`src/rtl/iq_hard_demapper.sv`:
```
// Two-stage elastic hard-decision demapper for BPSK/QPSK/16QAM I/Q symbols.
// Stage 1 captures signs and saturated magnitudes; stage 2 holds the Gray-coded decision.
module iq_hard_demapper #(
  parameter int DW    = 16,
  parameter int CNT_W = 32
) (
  input  logic             iclk,
  input  logic             irst_n,
  input  logic             i_valid,
  output logic             o_ready,
  input  logic [DW-1:0]    i_i,
  input  logic [DW-1:0]    i_q,
  input  logic [1:0]       i_mode,
  input  logic [DW-2:0]    i_thr,
  output logic             o_valid,
  input  logic             i_ready,
  output logic [3:0]       o_bits,
  output logic [2:0]       o_nbits,
  output logic             o_err,
  output logic [CNT_W-1:0] o_sym_cnt
);

  localparam logic [1:0] MODE_BPSK  = 2'd0;
  localparam logic [1:0] MODE_QPSK  = 2'd1;
  localparam logic [1:0] MODE_QAM16 = 2'd2;
  localparam logic [1:0] MODE_RSVD  = 2'd3;

  localparam logic [DW-2:0]    MAG_ONE = {{(DW-2){1'b0}}, 1'b1};
  localparam logic [CNT_W-1:0] CNT_ONE = {{(CNT_W-1){1'b0}}, 1'b1};

  // Channel index 1 is I, index 0 is Q throughout.
  logic [1:0][DW-1:0] sample;
  logic [1:0]         sign_next;
  logic [1:0][DW-2:0] mag_next;
  logic [1:0]         inner;

  logic               run_reg;
  logic               s1_valid_reg;
  logic [1:0]         s1_sign_reg;
  logic [1:0][DW-2:0] s1_mag_reg;
  logic [1:0]         s1_mode_reg;
  logic [DW-2:0]      s1_thr_reg;

  logic               s2_valid_reg;
  logic [3:0]         s2_bits_reg;
  logic [2:0]         s2_nbits_reg;
  logic               err_reg;
  logic [CNT_W-1:0]   cnt_reg;

  logic               in_fire;
  logic               out_fire;
  logic               s2_load;
  logic               s1_drop;
  logic               s2_take;
  logic [3:0]         bits_next;
  logic [2:0]         nbits_next;

  assign sample[1] = i_i;
  assign sample[0] = i_q;

  genvar gi;
  generate
    for (gi = 0; gi < 2; gi++) begin : g_chan
      assign sign_next[gi] = sample[gi][DW-1];
      // The most negative value has no positive twin, so it clamps to full scale.
      assign mag_next[gi] = !sample[gi][DW-1]              ? sample[gi][DW-2:0] :
                            (sample[gi][DW-2:0] == '0)     ? {(DW-1){1'b1}} :
                            (~sample[gi][DW-2:0] + MAG_ONE);
      assign inner[gi] = (s1_mag_reg[gi] < s1_thr_reg);
    end
  endgenerate

  assign out_fire = s2_valid_reg && i_ready;
  assign s2_load  = !s2_valid_reg || out_fire;
  assign o_ready  = run_reg && (!s1_valid_reg || s2_load);
  assign in_fire  = i_valid && o_ready;
  assign s1_drop  = s1_valid_reg && (s1_mode_reg == MODE_RSVD);
  assign s2_take  = s2_load && s1_valid_reg && !s1_drop;

  always_comb begin
    bits_next  = 4'b0000;
    nbits_next = 3'd0;
    case (s1_mode_reg)
      MODE_BPSK: begin
        bits_next  = {3'b000, s1_sign_reg[1]};
        nbits_next = 3'd1;
      end
      MODE_QPSK: begin
        bits_next  = {2'b00, s1_sign_reg[1], s1_sign_reg[0]};
        nbits_next = 3'd2;
      end
      MODE_QAM16: begin
        bits_next  = {s1_sign_reg[1], inner[1], s1_sign_reg[0], inner[0]};
        nbits_next = 3'd4;
      end
      default: begin
        bits_next  = 4'b0000;
        nbits_next = 3'd0;
      end
    endcase
  end

  // Stage 1: input capture. It empties whenever stage 2 consumes or drops its symbol.
  always_ff @(posedge iclk or negedge irst_n) begin
    if (!irst_n) begin
      run_reg      <= 1'b0;
      s1_valid_reg <= 1'b0;
      s1_sign_reg  <= '0;
      s1_mag_reg   <= '0;
      s1_mode_reg  <= '0;
      s1_thr_reg   <= '0;
    end else begin
      run_reg <= 1'b1;
      if (in_fire) begin
        s1_valid_reg <= 1'b1;
        s1_sign_reg  <= sign_next;
        s1_mag_reg   <= mag_next;
        s1_mode_reg  <= i_mode;
        s1_thr_reg   <= i_thr;
      end else if (s2_load) begin
        s1_valid_reg <= 1'b0;
      end
    end
  end

  // Stage 2: decision register. A reserved-mode symbol leaves it empty and raises o_err.
  always_ff @(posedge iclk or negedge irst_n) begin
    if (!irst_n) begin
      s2_valid_reg <= 1'b0;
      s2_bits_reg  <= '0;
      s2_nbits_reg <= '0;
      err_reg      <= 1'b0;
      cnt_reg      <= '0;
    end else begin
      err_reg <= s2_load && s1_drop;
      if (s2_load) begin
        s2_valid_reg <= s2_take;
        if (s2_take) begin
          s2_bits_reg  <= bits_next;
          s2_nbits_reg <= nbits_next;
        end
      end
      if (out_fire) begin
        cnt_reg <= cnt_reg + CNT_ONE;
      end
    end
  end

  assign o_valid   = s2_valid_reg;
  assign o_bits    = s2_bits_reg;
  assign o_nbits   = s2_nbits_reg;
  assign o_err     = err_reg;
  assign o_sym_cnt = cnt_reg;

endmodule
```
`config.mk`:
```
export PLATFORM = sky130hd
export DESIGN_NAME = iq_hard_demapper
export DESIGN_NICKNAME = d
export VERILOG_FILES = /design/src/rtl/iq_hard_demapper.sv
export SDC_FILE = /design/constraint.sdc
export NUM_CORES = 1
export LEC_CHECK = 0
export CAP_MARGIN = 15
export CORE_ASPECT_RATIO = 0.7
export CORE_MARGIN = 1.5
export CORE_UTILIZATION = 52
export DETAILED_ROUTE_END_ITERATION = 10
export PLACE_DENSITY = 0.91
export SYNTH_ARGS = -nofsm -noshare
export SYNTH_HDL_FRONTEND = slang
export SYNTH_SLANG_ARGS = --single-unit
```
`constraint.sdc`:
```
create_clock -name iclk -period 2 [get_ports iclk]
set_clock_uncertainty 0.2 [all_clocks]
set_input_delay 0.4 -clock iclk [delete_from_list [all_inputs] [get_ports iclk]]
set_output_delay 0.4 -clock iclk [all_outputs]
set_load 0.005 [all_outputs]
```
After elaboration in Yosys (flattened, before gate mapping)
Cells that the tools add are included.

operators by class
  add/sub/neg operators = 3
  $lt $le $gt $ge = 2
  equal/unequal tests = 3
  multiplexer cells = 8
  bitwise logic cells = 2
  reduce and logical (&&, ||, !) cells = 17

operators with widths
  operator                 number
  $mux W15                 4
  $add A32 B1 Y32 const B  1
  $add A15 B1 Y15 const B  2
  $logic_not A15 Y1        2
  $lt A15 B15 Y1           2
  $not A15 Y15             2
  $pmux W4 S3              1
  $pmux W3 S3              1
  $logic_and A1 B1 Y1      7
  $eq A2 B2 Y1 const B     2
  $logic_not A1 Y1         3
  $eq A2 B1 Y1 const B     1
  $logic_not A2 Y1         1
  $logic_or A1 B1 Y1       2
  $mux W1                  2
  $reduce_and A2 Y1        1
  $reduce_bool A2 Y1       1

word-level totals
  register bits = 92
  bits of input ports = 53
  output and inout port bits = 42
  logic and storage cells = 47

Longest topological paths before layout
Gate-level depths: netlist of the first run.

  depth in word-level cells = 6
  mapped depth = 7
  gate-level depth less buffers = 7

Worst setup path before layout of the first run
OpenSTA, ideal clock, no wires.

  path type = flip-flop to flip-flop
  start point = register s1_mag_reg[5] in the netlist's numbering
  end point = register s2_bits_reg[0], in the netlist o_bits[0]
  setup time = 0.066 ns
  arrival time = 1.515 ns
  data required time = 1.734 ns
  setup slack = 0.219 ns
  cell stages (with the launch flop) = 7
  path buffers = 0
  period minus slack after synthesis = 1.781 ns
  cells stage by stage = dfrtp_1 ha_1 and3_1 a221oi_1 o221ai_1 a21oi_1 o32a_1

between the ends
  longest elaborated chain between the ends = 2

RTL lines
  element                   RTL line  RTL
  start: declaration        40        logic [1:0][DW-2:0] s1_mag_reg;
  start signal: assignment  117       s1_mag_reg <= mag_next;
  $lt A15 B15 Y1            69        assign inner[gi] = (s1_mag_reg[gi] < s1_thr_reg);
  $pmux W4 S3               83        case (s1_mode_reg)
  end signal: assignment    139       s2_bits_reg <= bits_next;
  end: declaration          45        logic [3:0] s2_bits_reg;

No other way between the ends.
A chain may end at the register's enable or synchronous reset.

Worst setup path in the final report of the first run
  start point = input i_i[4]
  end point = register s1_mag_reg[29] in the netlist's numbering

between the ends
  longest elaborated chain between the ends = 4
  elaborated cells on any way between the ends = 5
  classes of those cells = 1 x add/sub; 2 x mux; 1 x bitwise; 1 x reduce/logical

RTL lines
  element             RTL line  RTL
  start: declaration  11        input logic [DW-1:0] i_i,
  $not A15 Y15        68        (~sample[gi][DW-2:0] + MAG_ONE);
  $add A15 B1 Y15     68
  $mux W15 *          67        (sample[gi][DW-2:0] == '0) ? {(DW-1){1'b1}} :
  $mux W15 *          66        assign mag_next[gi] = !sample[gi][DW-1] ? sample[gi][DW-2:0] :

Mark *: on every way between the ends. The rest lies on a longest branch, timed or not.

==> impl_results.md, run 1 <==
* Outcome: complete, but fails checks
* Failing checks: setup timing
* CTS Buf Count at 9
* Final core utilization at 76.3%
* Mapped Area at 4890 µm²
* GR peak layer: met2
* Setup TNS Final at -0.0720 ns
* Top cell type by total area after synthesis: dfrtp_1
* Post-DP Area at 6410 µm²
* Commonest non-fill, non-tap cell in the layout: dfrtp_1
* Final net count at 747
* Clock tree sinks at 92
* Met2 global-route usage at 47.2%
* Setup ws final at -0.0720 ns
* Prevailing post-synth register cell: dfrtp_1
* Max reg flops at 32
* Seq. cell area at 2300 µm²
* Gp weighted congestion at 0.898
* DR WL/cell at 18.1 µm
* Total vias in the final route at 4542
* Fmax at 483 MHz
* Seq/Total Area, Yosys at 47.0%
* # DRC at 0
* Synth Area per Inst at 9.58 µm²
* Worst Path Required at 2.06 ns
* WHS Path Cells at 4
* Yosys warnings at 0
* Final min period at 2.07 ns
* Post-synth top area share at 47.0%
* Arrival @ worst endpoint at 2.13 ns
* Initial core utilization at 53.7%
* Hold_ws at 0.274 ns
* Slew Limit Fails at 0
* Maximum VDD drop at 0.546 mV
* Tot GR Track Use at 27.4%
* Die W at 119 µm
* CTS root buf: clkbuf_16
* RSZ-0062 raised after global routing: true
* Worst reg2reg startpoint: s1_thr_reg[5]
* IO buf count at 94
* Largest net degree at the start of global routing at 45
* Post-DR vias/cell at 5.73
* Hold wc startpoint: i_q[0]
* Site Rows at 29
* Crit-path max FO at 4
* Global routing met1 resource utilization at 35.2%
* Initial DRC Count at 367
* Crit. End Element: flop
* Hpwl dp at 9740 µm
* Mapped Cells at 511
* Diodes inserted at 0
* Worst Setup EP: s1_mag_reg[29]
* Hold Path Class: primary input to flop
* Worst-path clk slew at 0.07 ns
* Post-route cell area at 6950 µm²
* Die height at 84.2 µm
* Maximum buffer depth of the clock tree at 2
* Area growth from synthesis to final layout at 41.9%
* Pleak at 3.11 nW
* Boundary Pins at 95
* WS Path Type: primary input to flop
* Clock Latency Late Sink at 0.34 ns
* ANT nets after route at 0
* Most frequent cells in the layout: dfrtp_1 (92), clkdlybuf4s50_1 (87), nand2_1 (66), buf_4 (56), nor2_1 (51)
* EDFF count, synth at 0
* R2R cell count at 7
* Pre-CTS WS at -0.361 ns
* Worst-margin pin slew at 0.539 ns
* Pre-Repair DR Iteration Count at 5
* Internal reg-to-reg setup slack at 0.02 ns
* Max Cap Viol at 0
* Global-route wire length before repair at 21700 µm
* Vias in the first global route at 4532
* Startpoint types: primary input
* Reg2reg end: o_bits[2]
* Initial antenna violation count at 0
* PD cells at 813 nW/µm²
* Slew HR at 63.8%
* Die Area at 10000 µm²
* Hold Violations, Final at 0
* Fillers at 576
* WL final at 14300 µm
* Total gr overflow at 0
* CTS tree: yes
* Setup Viol. Count Final at 1
* Multi-input gate area at 2620 µm²
* Synthesized net count at 595
* Seq cells post-synth at 92
* Fin crit share at 104%
* Crit. Startpoint: i_i[4]
* Share of cells above drive strength 1 at 20.2%
* Core area at 9110 µm²
* H-tree depth at 3
* Distinct cells, synth at 53
* Ranking of synthesized cells by area: dfrtp_1 (47%), ha_1 (7.9%), nand2_1 (5.1%)
* FFs w/ async S/R, synth at 100%
* M3 GR Usage at 4.76%
-- cell type report --
type / instances / area share [%]
multi-input cells: 378 / 37.7
flip-flops and latches: 92 / 33.1
inverters: 26 / 1.40
repair buffers: 156 / 21.2
well taps: 124 / 2.23
clock inverters: 6 / 0.901
clock buffers: 10 / 3.44
-- metrics by stage --
| step | total power, mW | cells |
|---|---|---|
| 2_1_floorplan | 3.02 | 511 |
| 3_3_place_gp | 3.68 | 774 |
| 3_5_place_dp | 3.77 | 774 |
| 4_1_cts | 5.55 | 791 |
| 5_1_grt | 5.89 | 792 |
| 6_report | 5.65 | 792 |
-- cells by family (layout without fill, tap and decap cells) --
group,count (synthesis),after routing,synth area share [%]
simple gates,189,189,18.6
compound gates,99,99,12.3
flops,92,92,47.0
xor+xnor,55,55,9.84
buf+inv,41,198,3.58
fa+ha+maj,31,31,7.92
mux,3,3,0.639
other cells,1,1,0.0766
-- report_power, final --
group          switching (mW)  internal [mW]
Combinational           0.767          0.800
Sequential              0.227           2.13
Clock                   0.723           1.00
Total                    1.72           3.93
-- worst max-delay path, stage by stage --
cell             delay, ns
clkdlybuf4s50_1       0.46
nor4_4                0.30
nand3_2               0.23
o311ai_1              0.38
o21ai_1               0.19
o21ai_1               0.18
-- Yosys cell counts (2+ instances only) --
master and n:
a21o_1 4, a21oi_1 39, a22o_1 2, a31oi_1 2, a31oi_2 2, and2_1 2
and3_1 3, and4_2 3, buf_2 2, buf_6 2, clkbuf_1 10, dfrtp_1 92
ha_1 31, inv_1 26, mux2i_1 2, nand2_1 66, nand2b_1 4, nand3_1 19
nand3b_1 2, nand4_1 12, nor2_1 51, nor2b_1 2, nor3_1 10, nor3_2 2
o21ai_0 30, o311ai_0 2, o31ai_1 5, o41ai_1 3, or4_1 4, xnor2_1 27
xor2_1 28
-- worst min-delay path by stage --
stage | slack [ns] | to
floorplan | -0.1 | o_bits[0]
global placement | 0.16 | o_sym_cnt[23]
detailed placement | 0.16 | o_sym_cnt[21]
CTS | 0.28 | o_sym_cnt[31]
global route | 0.29 | s1_mag_reg[0]
finish | 0.27 | s1_mag_reg[0]
-- routing by layer --
layer | part of all wire [%] | routed length, µm
met2 | 50 | 7200
met5 | 0 | 0
met1 | 41 | 5930
met4 | 2.6 | 376
met3 | 5.6 | 802
-- what timing repair did --
item | CTS | global route
hold buffers | 1 | 0
gates resized for setup | 11 | 46
setup buffers | 0 | 1
pin swaps | 6 | 16
endpoints found under the setup margin | 4 | 37
endpoints found under the hold margin | 26 | 0
(Power assumes the default switching activity.)
==> run 2: changes to the inputs <==
- CORE_MARGIN: 1.5 -> 4
==> run 2 against run 1 <==
  * Non-clock buffer count rose by 3
  * Combinational power barely moved
  * Clock-buffer cell count fell by 1
  * Largest power group unchanged
  * Register-to-register slack improved by 0.04 ns
  * The flow now finishes without violations
  * Power rose by 0.38%
  * Critical path depth did not move
  * Via count fell by 1.7%
  * Global-route usage fell by 2.3 points
  * Sequential share of layout area barely moved
==> impl_results.md, run 2 (synthesized netlist as in run 1, its figures left out) <==
* Post-DR vias/cell at 5.62
* Worst reg2reg startpoint: s1_mag_reg[5]
* R2R cell count at 6
* GR peak layer: met2
* Hpwl dp at 9900 µm
* Outcome: complete, no violations
* Pleak at 3.14 nW
* Commonest non-fill, non-tap cell in the layout: dfrtp_1
* # DRC at 0
* Die W at 124 µm
* Most frequent cells in the layout: dfrtp_1 (92), clkdlybuf4s50_1 (84), nand2_1 (66), buf_4 (61), nor2_1 (50)
* H-tree depth at 3
* Met2 global-route usage at 43.6%
* Placed cells at 776
* Boundary Pins at 95
* WS Path Type: primary input to flop
* Worst-path clk slew at 0.07 ns
* Initial antenna violation count at 0
* Hold wc startpoint: o_sym_cnt[31]
* WHS Endpoint: o_sym_cnt[31]
* M3 GR Usage at 5.63%
* Gp weighted congestion at 0.851
* Clock tree sinks at 92
* Fillers at 557
* Diodes inserted at 0
* Share of cells above drive strength 1 at 19.7%
* Fin cells at 795
* CTS root buf: clkbuf_16
* WHS Path Cells at 1
* ANT nets after route at 0
* Total vias in the final route at 4464
* Worst Path Required at 2.07 ns
* Final min period at 1.96 ns
* Hold Path Class: flop to flop
* CTS Buf Count at 9
* RSZ-0062 raised after global routing: true
* Maximum VDD drop at 0.516 mV
* PD cells at 816 nW/µm²
* Crit. End Element: flop
* Total gr overflow at 0
* Maximum buffer depth of the clock tree at 2
* Tot GR Track Use at 25.1%
* Pre-Repair DR Iteration Count at 6
* Die height at 89.2 µm
* Fin crit share at 98.1%
* Reg2reg end: o_bits[0]
* Setup ws final at 0.0376 ns
* WL final at 13500 µm
* IO buf count at 94
* Fmax at 510 MHz
* Initial DRC Count at 441
* Clock Latency Late Sink at 0.35 ns
* Area growth from synthesis to final layout at 42.0%
* Vias in the first global route at 4602
* Slowest CP cell: or4_4
* Setup Viol. Count Final at 0
* Arrival @ worst endpoint at 2.03 ns
* CTS tree: yes
* Slowest cell delay on critical path at 0.58 ns
* Global-route wire length before repair at 21700 µm
* Core area at 9110 µm²
* Site Rows at 29
* Global routing met1 resource utilization at 31.4%
* DR WL/cell at 17.0 µm
* Max Cap Viol at 0
* Max reg flops at 32
* Final net count at 750
* Crit-path max FO at 14
* Internal reg-to-reg setup slack at 0.06 ns
* Pre-CTS WS at -0.382 ns
* Hold Violations, Final at 0
* Initial core utilization at 53.7%
* CP cell instances: clkdlybuf4s50_1, or4_4, nor3_4, a31oi_2, buf_12, a21oi_1
* Slew Limit Fails at 0
* Largest net degree at the start of global routing at 93
* Die Area at 11100 µm²
* Startpoint types: primary input
-- run 2: worst max-delay path by stage --
| stage | slack [ns] | depth (start not counted) | endpoint | from |
|---|---|---|---|---|
| after detailed placement | -0.38 | 6 | s1_mag_reg[11] | i_q[1] |
| after floorplan | 0.22 | 6 | o_bits[0] | s1_mag_reg[5] |
| after global placement | -0.31 | 6 | s1_mag_reg[29] | i_i[2] |
| after global routing | -0.03 | 6 | s1_mag_reg[8] | i_q[10] |
| final | 0.04 | 6 | s1_mag_reg[8] | i_q[12] |
| after CTS | 0.005 | 6 | s1_mag_reg[11] | i_q[1] |
-- run 2: critical path, delay by kind of cell --
family                 cells  cell delay, ns
AND/OR/NAND/NOR            2            0.76
buffers and inverters      2            0.59
AO/OA/AOI/OAI              2            0.28
-- run 2: metal layers --
| layer | wire length, µm | part of all wire, % |
|---|---|---|
| met5 | 0 | 0 |
| met1 | 5720 | 42 |
| met2 | 6830 | 50 |
| met3 | 696 | 5.1 |
| met4 | 279 | 2.1 |
-- run 2: area by class of cell --
type	count	area (µm²)	share of cell area, %
clock inverters	7	82.6	1.19
flip-flops and latches	92	2300	33.1
inverters	26	97.6	1.40
multi-input cells	378	2600	37.4
well taps	124	155	2.23
clock buffers	9	225	3.24
repair buffers	159	1490	21.4
-- run 2: through the flow --
stage	hold WS (ns)	TNS, ns	area [µm²]	power [mW]	util, %
2_1_floorplan	-0.0956	0	4890	3.02	-
3_3_place_gp	0.267	-12.27	6410	3.67	70.4
3_5_place_dp	0.272	-15.91	6410	3.79	70.4
4_1_cts	0.287	0	6780	5.59	74.4
5_1_grt	0.307	-0.129	6950	5.95	76.3
6_report	0.287	0	6950	5.67	76.3
-- run 2: power breakdown --
part           internal, mW  switching (mW)  total (mW)
logic                 0.798           0.762        1.56
registers              2.13           0.223        2.35
clock network         0.988           0.772        1.76
-- run 2: what timing repair did --
| item | in CTS | in global routing |
|---|---|---|
| resized for setup | 14 | 39 |
| gates cloned | 0 | 0 |
| setup buffers | 0 | 2 |
| hold buffers | 1 | 0 |
| pin swaps | 7 | 17 |
| endpoints found under the hold margin | 92 | 0 |
| setup endpoints to repair | 9 | 34 |
==> run 3: changes to the inputs <==
- GPL_TIMING_DRIVEN: default -> 0
- PLACE_DENSITY: 0.91 -> 0.8
==> run 3 against run 2 <==
  * Register-to-register slack got worse by 0.02 ns
  * Critical path depth did not move
  * Final cell count fell by 5.3%
  * Critical endpoint is now s1_mag_reg[10]
==> impl_results.md, run 3 (synthesized netlist as in run 1, its figures left out) <==
* Outcome: complete, no violations
* Slew Limit Fails at 0
* Internal reg-to-reg setup slack at 0.04 ns
* Diodes inserted at 0
* CTS tree: yes
* Fin crit share at 99.0%
* Final net count at 708
* Fin cells at 753
* Setup TNS Final at 0 ns
* Post-DP Area at 6000 µm²
* Worst-path clk slew at 0.06 ns
* Crit-path max FO at 10
* Pint at 3.94 mW
* Largest net degree at the start of global routing at 71
* Worst-margin pin slew at 0.632 ns
* Hold wc startpoint: i_q[0]
* Die W at 124 µm
* Sw Ratio at 29.5%
* Site Rows at 29
* Clock tree sinks at 92
* Core area at 9110 µm²
* RSZ-0062 raised after global routing: true
* ANT nets after route at 0
* Pleak at 2.93 nW
* WHS Endpoint: s1_mag_reg[0]
* Met2 global-route usage at 38.8%
* Crit. End Element: flop
* Pre-Repair DR Iteration Count at 5
* Psw at 1.65 mW
* Clock Latency Late Sink at 0.35 ns
* Post-route cell area at 6620 µm²
* Total power at 5.58 mW
* Maximum VDD drop at 0.491 mV
* Die Area at 11100 µm²
* WS Path Type: primary input to flop
* M3 GR Usage at 5.19%
* Clock power frac at 32.5%
* CTS Buf Count at 9
* Placed cells at 728
* Commonest non-fill, non-tap cell in the layout: dfrtp_1
* WHS Path Cells at 3
* Maximum buffer depth of the clock tree at 2
* # DRC at 0
* Global routing met1 resource utilization at 31.0%
* DR WL/cell at 17.0 µm
* Pre-CTS WS at -0.620 ns
* Fillers at 625
* Gp weighted congestion at 0.806
* Arrival @ worst endpoint at 2.04 ns
* Most frequent cells in the layout: dfrtp_1 (89), clkdlybuf4s50_1 (73), nand2_1 (65), nor2_1 (46), a21oi_1 (38)
* Total gr overflow at 0
* Worst Path Required at 2.06 ns
* Worst reg2reg startpoint: s1_mag_reg[5]
* R2R cell count at 6
* Startpoint types: primary input
* WL final at 12800 µm
* CTS root buf: clkbuf_16
* H-tree depth at 3
* Initial core utilization at 53.7%
* Post-DR vias/cell at 5.57
* Hold Violations, Final at 0
* Combinational share of power at 25.7%
* Die height at 89.2 µm
* Initial DRC Count at 343
* Total vias in the final route at 4197
* Boundary Pins at 95
* Part of the power in registers at 41.8%
* Setup ws final at 0.0204 ns
* Initial antenna violation count at 0
* IO buf count at 92
* Global-route wire length before repair at 19900 µm
* Hold Path Class: primary input to flop
* Tot GR Track Use at 23.5%
* Fmax at 505 MHz
* Slew HR at 57.3%
* Vias in the first global route at 4158
* Max Cap Viol at 0
* Final min period at 1.98 ns
* GR peak layer: met2
* Max reg flops at 32
* Hpwl dp at 9180 µm
* Share of cells above drive strength 1 at 14.0%
* Reg2reg end: o_bits[0]
* Area growth from synthesis to final layout at 35.3%
* PD cells at 843 nW/µm²
* Setup Viol. Count Final at 0
[run 3: layout make-up]
| class | count | area (µm²) | area share (%) |
|---|---|---|---|
| Tap cell | 124 | 155 | 2.34 |
| Clock inverter | 7 | 91.3 | 1.38 |
| Buffer | 14 | 83.8 | 1.27 |
| Timing Repair Buffer | 103 | 1020 | 15.5 |
| Inverter | 26 | 97.6 | 1.47 |
| Clock buffer | 9 | 225 | 3.40 |
| Sequential cell | 92 | 2310 | 34.8 |
| Multi-Input combinational cell | 378 | 2640 | 39.9 |
[run 3: worst max-delay path: stages]
cell	delay (ns)
clkdlybuf4s50_1	0.44
or4_4	0.59
nor3_4	0.16
a31oi_4	0.12
buf_6	0.16
a21oi_1	0.17
[run 3: power groups by stage]
stage	Clock, mW	Combinational (mW)	Sequential, mW
after floorplan	0	0.704	2.32
after detailed placement	0	1.29	2.36
final	1.82	1.44	2.33
after global routing	1.91	1.61	2.36
after global placement	0	1.21	2.35
after CTS	1.83	1.35	2.32
[run 3: how the worst max path moves through the flow]
stage             startpoint              to  slack, ns  depth (start not counted)
2_1_floorplan  s1_mag_reg[5]       o_bits[0]       0.22                          6
3_3_place_gp          irst_n   s1_thr_reg[5]      -2.86                          1
3_5_place_dp         i_ready   s1_thr_reg[8]      -0.62                          7
4_1_cts              o_valid       o_bits[2]      -0.07                          7
5_1_grt        s1_thr_reg[9]       o_bits[2]      -0.04                          7
6_report             i_q[12]  s1_mag_reg[10]       0.02                          6
[run 3: stage by stage]
| stage | util [%] | hold slack (ns) |
|---|---|---|
| after floorplan | - | -0.0956 |
| after global placement | 65.6 | 0.277 |
| after detailed placement | 65.8 | 0.129 |
| after CTS | 70.7 | 0.287 |
| after global routing | 72.7 | 0.229 |
| final | 72.7 | 0.227 |
[run 3: repair_timing]
action                                  in CTS  in global routing
buffers inserted                             6                  3
pin swaps                                   10                  8
hold buffers                                 1                  0
resized for setup                           38                 39
gates cloned                                 0                  0
endpoints found under the hold margin       22                  0
endpoints found under the setup margin      60                 63
[run 3: layer usage]
metal	vias to the layer above	routed length, µm
met4	0	283
met2	153	6300
met3	28	820
met5	-	0
met1	2025	5420
li1	1991	-
